## config.mk

```make
export PLATFORM = sky130hd
export DESIGN_NAME = hp_fifo
export DESIGN_NICKNAME = d
export VERILOG_FILES = /design/src/rtl/hp_fifo.sv
export SDC_FILE = /design/constraint.sdc
export NUM_CORES = 1
export LEC_CHECK = 0
export CAP_MARGIN = 20
export CORE_MARGIN = 5
export CORE_UTILIZATION = 33
export DETAILED_ROUTE_END_ITERATION = 8
export SYNTH_ARGS = -nofsm -noshare
export SYNTH_HDL_FRONTEND = slang
export SYNTH_SLANG_ARGS = --single-unit
```

## constraint.sdc

```tcl
create_clock -name h_phi2 -period 3.25 [get_ports h_phi2]
set_input_delay 0.65 -clock h_phi2 [delete_from_list [all_inputs] [get_ports h_phi2]]
set_output_delay 0.65 -clock h_phi2 [all_outputs]
set_load 0.02 [all_outputs]
```

## src/rtl/hp_fifo.sv

```systemverilog
// hp_fifo: host-to-parasite Tube data buffer, DEPTH entries of DATA_WIDTH bits.
// Single clock (h_phi2), synchronous active-low reset (h_rst_b), synchronous
// flush. p_data shows the head entry, or the last popped entry when empty.
// Optional build macro HP_FIFO_NMI_EN adds the registered p_nmi output, which
// is high whenever the occupancy is at least NMI_LEVEL.
module hp_fifo #(
  parameter int DATA_WIDTH  = 8,
  parameter int DEPTH       = 24,
  parameter int AVAIL_LEVEL = 1,
  parameter int NMI_LEVEL   = 1,
  localparam int CW         = $clog2(DEPTH + 1)
) (
  input  logic                  h_phi2,
  input  logic                  h_rst_b,
  input  logic                  h_selectData,
  input  logic                  h_we_b,
  input  logic [DATA_WIDTH-1:0] h_data,
  input  logic                  h_flush,
  input  logic                  p_selectData,
  input  logic                  p_rdnw,
  output logic [DATA_WIDTH-1:0] p_data,
  output logic                  p_data_available,
  output logic                  h_full,
  output logic [CW-1:0]         p_count,
`ifdef HP_FIFO_NMI_EN
  output logic                  p_nmi,
`endif
  output logic                  h_overflow
);

  // Pointer width; a single-entry FIFO still needs a 1-bit pointer.
  localparam int PW = (DEPTH > 1) ? $clog2(DEPTH) : 1;

  logic [DATA_WIDTH-1:0] mem [0:DEPTH-1];
  logic [PW-1:0]         rd_ptr_r;
  logic [PW-1:0]         wr_ptr_r;
  logic [CW-1:0]         count_r;
  logic [DATA_WIDTH-1:0] last_r;

  logic          push_req_s;
  logic          pop_req_s;
  logic          empty_s;
  logic          full_s;
  logic          push_ok_s;
  logic          pop_ok_s;
  logic [CW-1:0] next_count_s;

  // Pointers wrap explicitly at DEPTH-1, so non-power-of-two depths work.
  function automatic logic [PW-1:0] ptr_inc(input logic [PW-1:0] p);
    logic [PW-1:0] r;
    if (p == PW'(DEPTH - 1)) begin
      r = {PW{1'b0}};
    end else begin
      r = p + PW'(1);
    end
    return r;
  endfunction

  // Decode requests and decide which of them the FIFO accepts this cycle.
  always_comb begin
    push_req_s = h_selectData & ~h_we_b;
    pop_req_s  = p_selectData & p_rdnw;
    empty_s    = (count_r == {CW{1'b0}});
    full_s     = (count_r == CW'(DEPTH));
    // A pop on an empty FIFO is ignored; a push at full only fits if a pop
    // frees the head slot in the same cycle.
    pop_ok_s   = pop_req_s & ~empty_s;
    push_ok_s  = push_req_s & (~full_s | pop_ok_s);
    if (push_ok_s && !pop_ok_s) begin
      next_count_s = count_r + CW'(1);
    end else if (pop_ok_s && !push_ok_s) begin
      next_count_s = count_r - CW'(1);
    end else begin
      next_count_s = count_r;
    end
  end

  // Control state: pointers, occupancy, last popped value and sticky overflow.
  always_ff @(posedge h_phi2) begin
    if (!h_rst_b) begin
      rd_ptr_r   <= {PW{1'b0}};
      wr_ptr_r   <= {PW{1'b0}};
      count_r    <= {CW{1'b0}};
      last_r     <= {DATA_WIDTH{1'b0}};
      h_overflow <= 1'b0;
    end else if (h_flush) begin
      // Flush empties the FIFO but keeps last_r so p_data stays stable.
      rd_ptr_r   <= {PW{1'b0}};
      wr_ptr_r   <= {PW{1'b0}};
      count_r    <= {CW{1'b0}};
      h_overflow <= 1'b0;
    end else begin
      if (push_ok_s) begin
        wr_ptr_r <= ptr_inc(wr_ptr_r);
      end
      if (pop_ok_s) begin
        rd_ptr_r <= ptr_inc(rd_ptr_r);
        last_r   <= mem[rd_ptr_r];
      end
      if (push_req_s && !push_ok_s) begin
        h_overflow <= 1'b1;
      end
      count_r <= next_count_s;
    end
  end

  // Storage write; the array is deliberately not reset.
  always_ff @(posedge h_phi2) begin
    if (h_rst_b && !h_flush && push_ok_s) begin
      mem[wr_ptr_r] <= h_data;
    end
  end

  // Read data and level flags derived from the registered occupancy.
  always_comb begin
    if (empty_s) begin
      p_data = last_r;
    end else begin
      p_data = mem[rd_ptr_r];
    end
    p_data_available = (count_r >= CW'(AVAIL_LEVEL));
    h_full           = full_s;
    p_count          = count_r;
  end

`ifdef HP_FIFO_NMI_EN
  // NMI follows the occupancy the FIFO will hold after this edge.
  always_ff @(posedge h_phi2) begin
    if (!h_rst_b) begin
      p_nmi <= 1'b0;
    end else if (h_flush) begin
      p_nmi <= 1'b0;
    end else begin
      p_nmi <= (next_count_s >= CW'(NMI_LEVEL));
    end
  end
`endif

endmodule

```

Word level (Yosys, flattened, before mapping)
Memory sizes are Yosys's and may differ from the RTL's. A register that Yosys moved wholly into a read port is not among the register bits.
Cells that the tools add are included.
{"block": "classes", "addsub": 4, "n_lt_le_gt_ge": 1, "eq_ne": 3, "n_mux": 9, "bitwise": 10, "reduce_logical": 12}
{"cell": "$mux W5", "count": 6}
{"cell": "$add A5 B1 Y5 const B", "count": 3}
{"cell": "$eq A5 B5 Y1 const B", "count": 3}
{"cell": "$mux W8", "count": 1}
{"cell": "$ge A5 B1 Y1 const B", "count": 1}
{"cell": "$logic_and A1 B1 Y1", "count": 5}
{"cell": "$logic_not A5 Y1", "count": 1}
{"cell": "$not A1 Y1", "count": 5}
{"cell": "$sub A5 B1 Y5 const B", "count": 1}
{"cell": "$and A1 B1 Y1", "count": 4}
{"cell": "$logic_not A1 Y1", "count": 3}
{"cell": "$mux W1", "count": 2}
{"cell": "$reduce_and A2 Y1", "count": 1}
{"cell": "$reduce_bool A2 Y1", "count": 1}
{"cell": "$reduce_or A2 Y1", "count": 1}
{"cell": "$or A1 B1 Y1", "count": 1}
{"block": "totals", "reg_bits": 24, "ramBits": 192, "in_bits": 15, "output_inout_bits": 16, "wordCells": 45, "memories": 1}
{"memory": "mem", "words": 24, "word_bits": 8, "read_ports": 1, "rd_clocked_by_memory_dff": 1, "write_ports": 1, "line": "34", "text": "logic [DATA_WIDTH-1:0] mem [0:DEPTH-1];"}

Depth between registers and ports, before layout
Gate-level depths: netlist (run 1).
{"block": "depth", "word_depth": 9, "ltp_mapped": 10, "mapped_depth_nobuf": 9}

Least setup slack after synthesis (run 1)
OpenSTA, ideal clock, no wires.
{"block": "synth_path", "path_kind": "register to register", "startpoint": "register count_r[0] (netlist: p_count[0])", "endpoint": "memory mem[15][0] (enable)", "setup_time_ps": 383, "arrival_time_ps": 2291, "required_time_ps": 2867, "setup_slack_ps": 575, "stages_incl_launch_ff": 8, "path_buffers": 1, "synth_period_minus_slack_ps": 2675, "cell_sequence": "dfxtp_1 > inv_1 > ha_1 > and4b_1 > a21oi_1 > buf_4 > nand2_1 > nor3_1"}
{"block": "synth_via", "elab_cells_between_ends": 10, "classes_between": "eq/ne (1); mux (2); bitwise (5); reduce/logical (2)"}
{"element": "start, declared", "line": "37", "text": "logic [CW-1:0] count_r;"}
{"element": "start signal, assigned", "line": "83", "text": "count_r <= {CW{1'b0}};"}
{"element": "start signal, assigned", "line": "90", "text": "count_r <= {CW{1'b0}};"}
{"element": "start signal, assigned", "line": "103", "text": "count_r <= next_count_s;"}
{"element": "$eq A5 B5 Y1", "line": "64", "text": "full_s = (count_r == CW'(DEPTH));"}
{"element": "named net h_full", "line": "23", "text": "output logic h_full,"}
{"element": "$not A1 Y1", "line": "68", "text": "push_ok_s = push_req_s & (~full_s | pop_ok_s);"}
{"element": "$or A1 B1 Y1", "line": "68"}
{"element": "$and A1 B1 Y1", "line": "68"}
{"element": "named net push_ok_s", "line": "44", "text": "logic push_ok_s;"}
{"element": "$logic_and A1 B1 Y1", "line": "109", "text": "if (h_rst_b && !h_flush && push_ok_s) begin"}
{"element": "$mux W1", "line": "109"}
{"element": "$mux W1 (implied by the code)", "line": "110", "text": "mem[wr_ptr_r] <= h_data;"}
{"element": "end, declared", "line": "34"}
The timed path passes the listed nets, and every way through them passes these cells.

==> results.txt, run 1 <==
- Result of the run: complete, no violations
- Total power consumption of the routed design: 5.87 mW
- Worst slack after detailed placement: 0.00227 ns
- Maximum capacitance violations: 0
- Final Max Slew Viols: 0
* Total I/O pin count: 31
- Share of flip-flops with an asynchronous set or reset: 0%
- Setup Crit Path Kind: reg2out
- Clock tree skew after final layout: about 0.0068 ns
* Maximum number of pins on one net before global-route repair: 30
- Final design instance area without fill: about 0.011 mm²
* H-tree depth: 1
* Antenna diode count: 0
- After detailed routing, the average wire length per cell comes to ~19 µm.
* Antenna violations before repair: 0
* Detailed-route vias per instance: roughly 5.1
* Number of synthesized flops with an enable pin: 192
- The die covers 0.0307 mm².
- Vias in the first global route: 5465
- Relative contribution of sequential cells to total power: between 50% and 60%
- Standard cell core area: 0.0270 mm²
- Hold timing on the final database bottoms out at a slack of approximately 0.50 ns.
* Die Ht: 175 µm
* Endpoint class of the critical path: output port
* Buffers on Ports: 30
- Final critical delay including setup and external delays: 3.18 ns
* Length in cells of the worst reg-to-reg path: 7
- Per report_power, the clock group accounts for a little over two fifths of the total.
- Detailed routing inserted a total of roughly 5300 vias.
- Clk Tree Root Cell: sky130_fd_sc_hd__clkbuf_16
* Total detailed-routing wirelength: between 20 and 25 mm
- The synthesized design contains ~220 register bits.
* Pleak: approximately 3.4 nW
* Share of the clock period used by the worst path: between 90 and 100%
* Max frequency: 314 MHz
- Detailed placement finished with a half-perimeter wire length of about 13 mm.
* Number of sinks driven by the clock tree: about 220
- Final net count: 711
- Fillers: between 2000 and 2500
- STA classifies the critical path startpoint as a register.
- Setup repair after global routing could not meet its margin everywhere.
- Proportion of total power due to net switching: 20.6%
- Cell internal power was estimated by the tool at 4.66 mW.
* Hold Startpoint: h_overflow$_SDFFE_PP0P_
- Clock-pin slew was measured on the worst setup and hold paths at 0.06 ns.
- Final design utilization: 40.2%
- Once the floorplan was initialized, standard cells occupied approximately 33% of the core.
* Syn Inst Count: between 600 and 700
- After synthesis, the netlist uses 45 different library cells.
- Capturing point of the worst reg2reg path: mem[14][5]$_DFFE_PP_
* Arrival time reported for the critical path endpoint: 2.53 ns
* Worst skew pair latency: approximately 0.5 ns
* Clock buffer count from CTS: 24
* Placement row count: 60
* Total placed instance area: about 0.01 mm²
- The min-delay analysis places its worst path in the category reg2reg.
- Global routing consumed, over all layers together, around an eighth of the routing resources.
- At the end of routability-driven placement, the weighted congestion stood at roughly 0.82.
* Die outline width: ~180 µm
- The post-route netlist has 17.7% of its cells at a drive strength greater than 1.
- The share of the Yosys chip area taken by registers is approximately 70%.
* Worst endpoint required time: ~2.6 ns
- Endpoint of the worst hold-timing path: h_overflow$_SDFFE_PP0P_
- Number of warnings issued by yosys: 0
- Summed over all failing endpoints, the final setup total negative slack is 0 ns.
* Most common cell after layout, fill and taps aside: sky130_fd_sc_hd__edfxtp_1
- First-pass GRT wire length: ~32 mm
* Number of instances in the placed design: 996
- In the routed design, unresolved DRC markers number 0.
- 1st-iter DRT viols: around 450
- Final Hold Vio Count: 0
- For the pin with the worst max-slew slack, the measured transition is 0.981 ns.
* Synth Flop Type: sky130_fd_sc_hd__edfxtp_1
* Part of the power in combinational logic: under 10%
- Rel. slew slack: about a third
* Synthesized area divided by synthesized cell count: roughly 15 µm²
- The mapped netlist covers approximately 0.009 mm².
* Power per cell area: 542 mW/mm²
* IR drop worst, VDD: ~0.38 mV
- Worst hold stages: 2
- Before antenna repair, the detailed router went through 5 iterations.
* Antenna viol nets, final: 0
- Critical R2R Launch: p_count[0]$_SDFFE_PP0P_
- In this run the deepest clock path goes through 3 buffers.
- Maximum fanout along the worst path: 8
- Final count of negative-setup-slack endpoints: 0
* Syn Nets: roughly 630
- TritonCTS clock tree: built
- Setup slack closes at around 0.07 ns.
- Synthesis-to-layout area growth: 20.1%
- The worst register-to-register path has a setup slack of between 0.4 and 0.5 ns.
- Switching Power: around 1.2 mW
* Total overflow reported by the global router: 0
- Leaving out fill and tap cells, the most frequent cells in the layout are 192 x sky130_fd_sc_hd__edfxtp_1, 84 x sky130_fd_sc_hd__mux2i_1, 54 x sky130_fd_sc_hd__nor2_1, 54 x sky130_fd_sc_hd__buf_4, 27 x sky130_fd_sc_hd__dfxtp_1.
* Non-Filler Instances: around 1000
critical path: stages (launching register included):
cell and delay (ns):
sky130_fd_sc_hd__dfxtp_4 0.36, sky130_fd_sc_hd__buf_12 0.15, sky130_fd_sc_hd__buf_4 0.15, sky130_fd_sc_hd__mux2i_1 0.12
sky130_fd_sc_hd__a22o_1 0.28, sky130_fd_sc_hd__a2111oi_2 0.30, sky130_fd_sc_hd__a31oi_1 0.12, sky130_fd_sc_hd__a31oi_1 0.19
sky130_fd_sc_hd__dlygate4sd2_1 0.35
state kept, by name, indices dropped and copies added, names as in the netlist, named ones only:
name        flops
p_count         5
last_r          8
mem           192
h_overflow      1
rd_ptr_r        5
wr_ptr_r        5
area by class of cell:
cell class / instances / area [µm²] / share of cell area, %
clock buffers: 29 / 641 / 5.91
clock inverters: 13 / 85.1 / 0.786
inverters: 7 / 26.3 / 0.243
multi-input cells: 343 / 2530 / 23.3
flip-flops and latches: 221 / 6350 / 58.6
well taps: 341 / 427 / 3.94
repair buffers: 89 / 772 / 7.13
cells in the mapped netlist (all sizes together) (6+ instances only):
cell type	instances	area share (%)
a31oi	24	1.7
a22o	8	0.78
clkbuf	6	0.29
a211oi	16	1.3
a21oi	18	1.0
mux2i	84	9.3
nor2b	22	1.5
nor2	56	2.4
nand3	13	0.72
nand2	24	1.0
a221oi	8	0.78
dfxtp	29	6.4
a2111oi	8	1.1
ha	10	1.4
inv	7	0.29
a22oi	8	0.67
o21ai	9	0.50
buf	24	2.1
edfxtp	192	64
per-layer routing:
layer	track usage, %	part of all wire, %	vias up
met5	0	0	-
met4	4.26	2.6	0
met3	2.41	6.7	36
met2	21.3	46	172
met1	18.1	44	2632
li1	-	-	2498
cell families (layout without fill, tap and decap cells):
kind of cell               after synthesis  in the layout  synth area share [%]
AOI/OAI and AO/OA                      100            100                  7.91
xor gates and xnor gates                 7              7                 0.680
adders and majority gates               10             10                  1.39
buffers and inverters                   37            138                  2.66
DFF                                    221            221                  70.4
muxes                                   84             84                  9.33
and+or+nand+nor                        142            142                  7.63
power by group through the flow:
stage / Clock (mW) / Combinational (mW) / Sequential, mW
final: 2.49 / 0.281 / 3.10
after global routing: 2.67 / 0.309 / 3.10
after CTS: 2.55 / 0.289 / 3.10
after detailed placement: 0 / 0.303 / 3.16
after global placement: 0 / 0.296 / 3.16
after floorplan: 0 / 0.133 / 3.16
worst max-delay path by stage:
stage | start | endpoint | slack [ns] | cells past startpoint
finish | register | p_data[5] | 0.07 | 8
detailed placement | register | p_data[1] | 0.002 | 7
global placement | register | p_data[1] | 0.04 | 7
CTS | register | p_data[1] | 0.003 | 8
floorplan | p_count[0]$_SDFFE_PP0P_ | mem[15][0]$_DFFE_PP_ | 0.58 | 7
global route | register | p_data[5] | -0.05 | 8
repair_timing:
item	4_1_cts	5_1_grt
pin swaps	0	1
setup buffers	5	0
endpoints found under the setup margin	8	8
hold buffers	0	0
gates resized for setup	27	17
gates cloned	0	0
No activity file was read; power rests on OpenSTA's default activity.
==> inputs of run 2 (changes only) <==
Settings changed: CTS_CLUSTER_DIAMETER set to 80, REMOVE_ABC_BUFFERS set to 1.
==> results.txt, run 2 (synthesis gave the netlist of run 1 again) <==
- Result of the run: complete, no violations (unchanged)
- Most common cell after layout, fill and taps aside: sky130_fd_sc_hd__edfxtp_1 (unchanged)
* Endpoint class of the critical path: output port (unchanged)
- The final weighted congestion in routability-driven placement was 0.851 (was 0.818).
* Aggregate global-route resource usage: 14.2% (was 13.2%)
- IR drop worst, VDD: 0.343 mV (was 0.375 mV)
- The data required time of the worst path came to 2.60 ns (about the same).
- The HPWL after detailed placement came to 14.7 mm (was 13.4 mm).
- The final number of setup-violating endpoints was 0 (unchanged).
* Critical R2R Launch: p_count[1]$_SDFFE_PP0P_ (was p_count[0]$_SDFFE_PP0P_)
* Cell family with the largest share of critical-path delay: buffers and inverters (was compound AO/OA/AOI/OAI gates)
- Register name with the most flops: mem (unchanged)
- The pin count of the biggest net entering global routing came to 25 (was 30).
* Number of instances in the placed design: 1005 (was 996)
- Maximum fanout along the worst path: 15 (was 8)
- The remaining max-slew budget at the tightest pin was 28.4% (was 34.4%).
- Detailed-route vias per instance: 5.22 (was 5.12)
- Arrival time reported for the critical path endpoint: 2.50 ns (was 2.53 ns)
- The number of flip-flops in the largest register came to 192 (unchanged).
- Hold Startpoint: h_overflow$_SDFFE_PP0P_ (unchanged)
* Share of layout cells above drive strength 1: 18.5% (was 17.7%)
* Final Max Slew Viols: 0 (unchanged)
* Met1 wire length: 9.12 mm (was 8.95 mm)
- The type of origin of the critical path is a register (unchanged).
* Share of the clock period used by the worst path: 96.9% (was 97.8%)
- Non-Filler Instances: 1050 (was 1043)
- Commonest cells after routing, fill and taps aside: 192 x sky130_fd_sc_hd__edfxtp_1, 77 x sky130_fd_sc_hd__mux2i_1, 62 x sky130_fd_sc_hd__buf_4 (was 192 x sky130_fd_sc_hd__edfxtp_1, 84 x sky130_fd_sc_hd__mux2i_1, 54 x sky130_fd_sc_hd__nor2_1, 54 x sky130_fd_sc_hd__buf_4, 27 x sky130_fd_sc_hd__dfxtp_1)
- Power per cell area: 551 mW/mm² (was 542 mW/mm²)
- Registers with the most flip-flops: mem: 192 flops, last_r: 8 flops (unchanged)
- The footprint of the flip-flops and latches came to 0.00635 mm² (about the same).
* Length in cells of the worst reg-to-reg path: 10 (was 7)
- Total die area: 0.0307 mm² (unchanged)
- The maximum achievable frequency is 317 MHz (was 314 MHz).
* Die outline width: 175 µm (unchanged)
- RSZ-0062 raised after global routing: false (was true)
* Multi-input logic area: 0.00250 mm² (was 0.00253 mm²)
* Maximum capacitance violations: 0 (unchanged)
- The static power due to leakage was 3.46 nW (was 3.42 nW).
- Maximum count of clock buffers along a single path: 3 (unchanged)
* Met2 wirelength from detailed routing: 11.2 mm (was 9.39 mm)
- Antenna diode count: 0 (unchanged)
- The kind of path behind the tightest hold check was reg2reg (unchanged).
- Total overflow reported by the global router: 0 (unchanged)
* Clk Tree Root Cell: sky130_fd_sc_hd__clkbuf_16 (unchanged)
* Number of buffers added to fix hold violations after cts: 0 (unchanged)
* Number of vias in the routed layout: 5480 (was 5338)
- The worst setup slack for register-to-register paths is 0.80 ns (was 0.44 ns).
- The detail-routed net length per standard cell is 21.1 µm (was 19.4 µm).
* Antenna violations before repair: 1 (was 0)
- Antenna viol nets, final: 0 (unchanged)
- The detailed-router iteration count before antenna repair is 5 (unchanged).
- The type of the worst setup path was reg2out (unchanged).
- Standard cell core area: 0.0270 mm² (unchanged)
- Total I/O pin count: 31 (unchanged)
- Clock buffer count from CTS: 23 (was 24)
- The number of design rule violations left after detail routing is 0 (unchanged).
- The quantity of I/O buffers inserted on ports came to 30 (unchanged).
* Total detailed-routing wirelength: 22.2 mm (was 20.2 mm)
* Fillers: 2438 (was 2434)
- The endpoint with the worst hold slack was h_overflow$_SDFFE_PP0P_ (unchanged).
- Slew of the pin with the lowest slew margin: 1.07 ns (was 0.981 ns)
- Vias in the first global route: 5594 (was 5465)
* Synthesis-to-layout area growth: 20.5% (was 20.1%)
- Worst hold stages: 2 (unchanged)
- The CTS tree was built (unchanged).
* Final Hold Vio Count: 0 (unchanged)
- Number of sinks driven by the clock tree: 221 (unchanged)
* Clock tree skew after final layout: 0.0161 ns (was 0.00676 ns)
- The uppermost layer routed is met4 (unchanged).
* Slowest CP cell: sky130_fd_sc_hd__dfxtp_4 (unchanged)
- The count of buffer and inverter cells on the critical path is 3 (unchanged).
- Chain of cells forming the critical path: buf_6 > buf_12 > mux2i_1 > a221oi_2 > nand3_1 > a31oi_1 > clkdlybuf4s15_2 (was buf_12 > buf_4 > mux2i_1 > a22o_1 > a2111oi_2 > a31oi_1 > a31oi_1 > dlygate4sd2_1).
* Met3 layer wire length in the routed design: 1.18 mm (was 1.36 mm)
- Worst skew pair latency: 0.50 ns (about the same)
- Worst stage delay on the critical path: 0.44 ns (was 0.36 ns)
* Final net count: 718 (was 711)
* Die Ht: 175 µm (unchanged)
* Final critical delay including setup and external delays: 3.15 ns (was 3.18 ns)
- The first-pass GRT wire length is 33.2 mm (was 31.6 mm).
- H-tree depth: 1 (unchanged)
* Register clock-pin slew on the reported worst setup and hold paths: 0.05 ns (was 0.06 ns)
* Initial core utilization: 33.4% (unchanged)
* 1st-iter DRT viols: 386 (was 445)
* Final design utilization: 40.3% (was 40.2%)
- Placement row count: 60 (unchanged)
- The destination of the worst register-to-register timing path is p_count[4]$_SDFFE_PP0P_ (was mem[14][5]$_DFFE_PP_).
-- run 2: timing repair --
item / 4_1_cts / 5_1_grt
pin swaps: 0 / 2
resized for setup: 26 / 21
buffers inserted: 4 / 0
endpoints found under the setup margin: 8 / 8
-- run 2: worst reg2reg max path, cell delays in order (launching register included) --
cell and delay, ns:
sky130_fd_sc_hd__dfxtp_1 0.31, sky130_fd_sc_hd__inv_1 0.10, sky130_fd_sc_hd__ha_1 0.22, sky130_fd_sc_hd__and4b_1 0.27, sky130_fd_sc_hd__a21oi_1 0.08, sky130_fd_sc_hd__buf_4 0.18, sky130_fd_sc_hd__ha_1 0.28, sky130_fd_sc_hd__or4b_1 0.49
sky130_fd_sc_hd__a21oi_1 0.20, sky130_fd_sc_hd__xnor2_1 0.14, sky130_fd_sc_hd__nor2_1 0.06
-- run 2: stage by stage --
step	setup TNS, ns	area, µm²	total power [mW]	setup slack [ns]	hold WS (ns)
floorplan	-20.20	8800	3.29	-1.69	0.502
global placement	-0.153	10000	3.47	-0.0731	0.458
global route	0	10900	6.18	0.0159	0.527
finish	0	10900	5.99	0.0995	0.487
detailed placement	-0.139	10000	3.48	-0.0745	0.474
CTS	0	10900	6.04	0.00672	0.491
-- run 2: worst max path at each step --
stage / from / endpoint / cells past startpoint
after detailed placement: register / p_data[5] / 7
final: register / p_data[7] / 7
after global routing: register / p_data[7] / 7
after floorplan: register / p_data[0] / 4
after CTS: register / p_data[2] / 7
after global placement: register / p_data[6] / 7
-- run 2: power breakdown --
part	leakage [nW]	internal (mW)	total [mW]	switching, mW
combinational	1.13	0.112	0.307	0.195
sequential	1.96	3.09	3.10	0.00863
clock	0.361	1.57	2.58	1.02
-- run 2: layout make-up --
| type | count | area share, % |
|---|---|---|
| sequential | 221 | 58.4 |
| inverter | 7 | 0.242 |
| timing repair buffer | 97 | 7.59 |
| tap | 341 | 3.93 |
| clock inverter | 9 | 1.12 |
| multi-input combinational | 343 | 23.0 |
| clock buffer | 32 | 5.70 |
-- run 2: routing by layer --
| metal | vias to the layer above | track usage (%) |
|---|---|---|
| met5 | - | 0 |
| met4 | 0 | 5.07 |
| met3 | 41 | 2.13 |
| met2 | 173 | 25.2 |
| met1 | 2769 | 17.8 |
| li1 | 2497 | - |
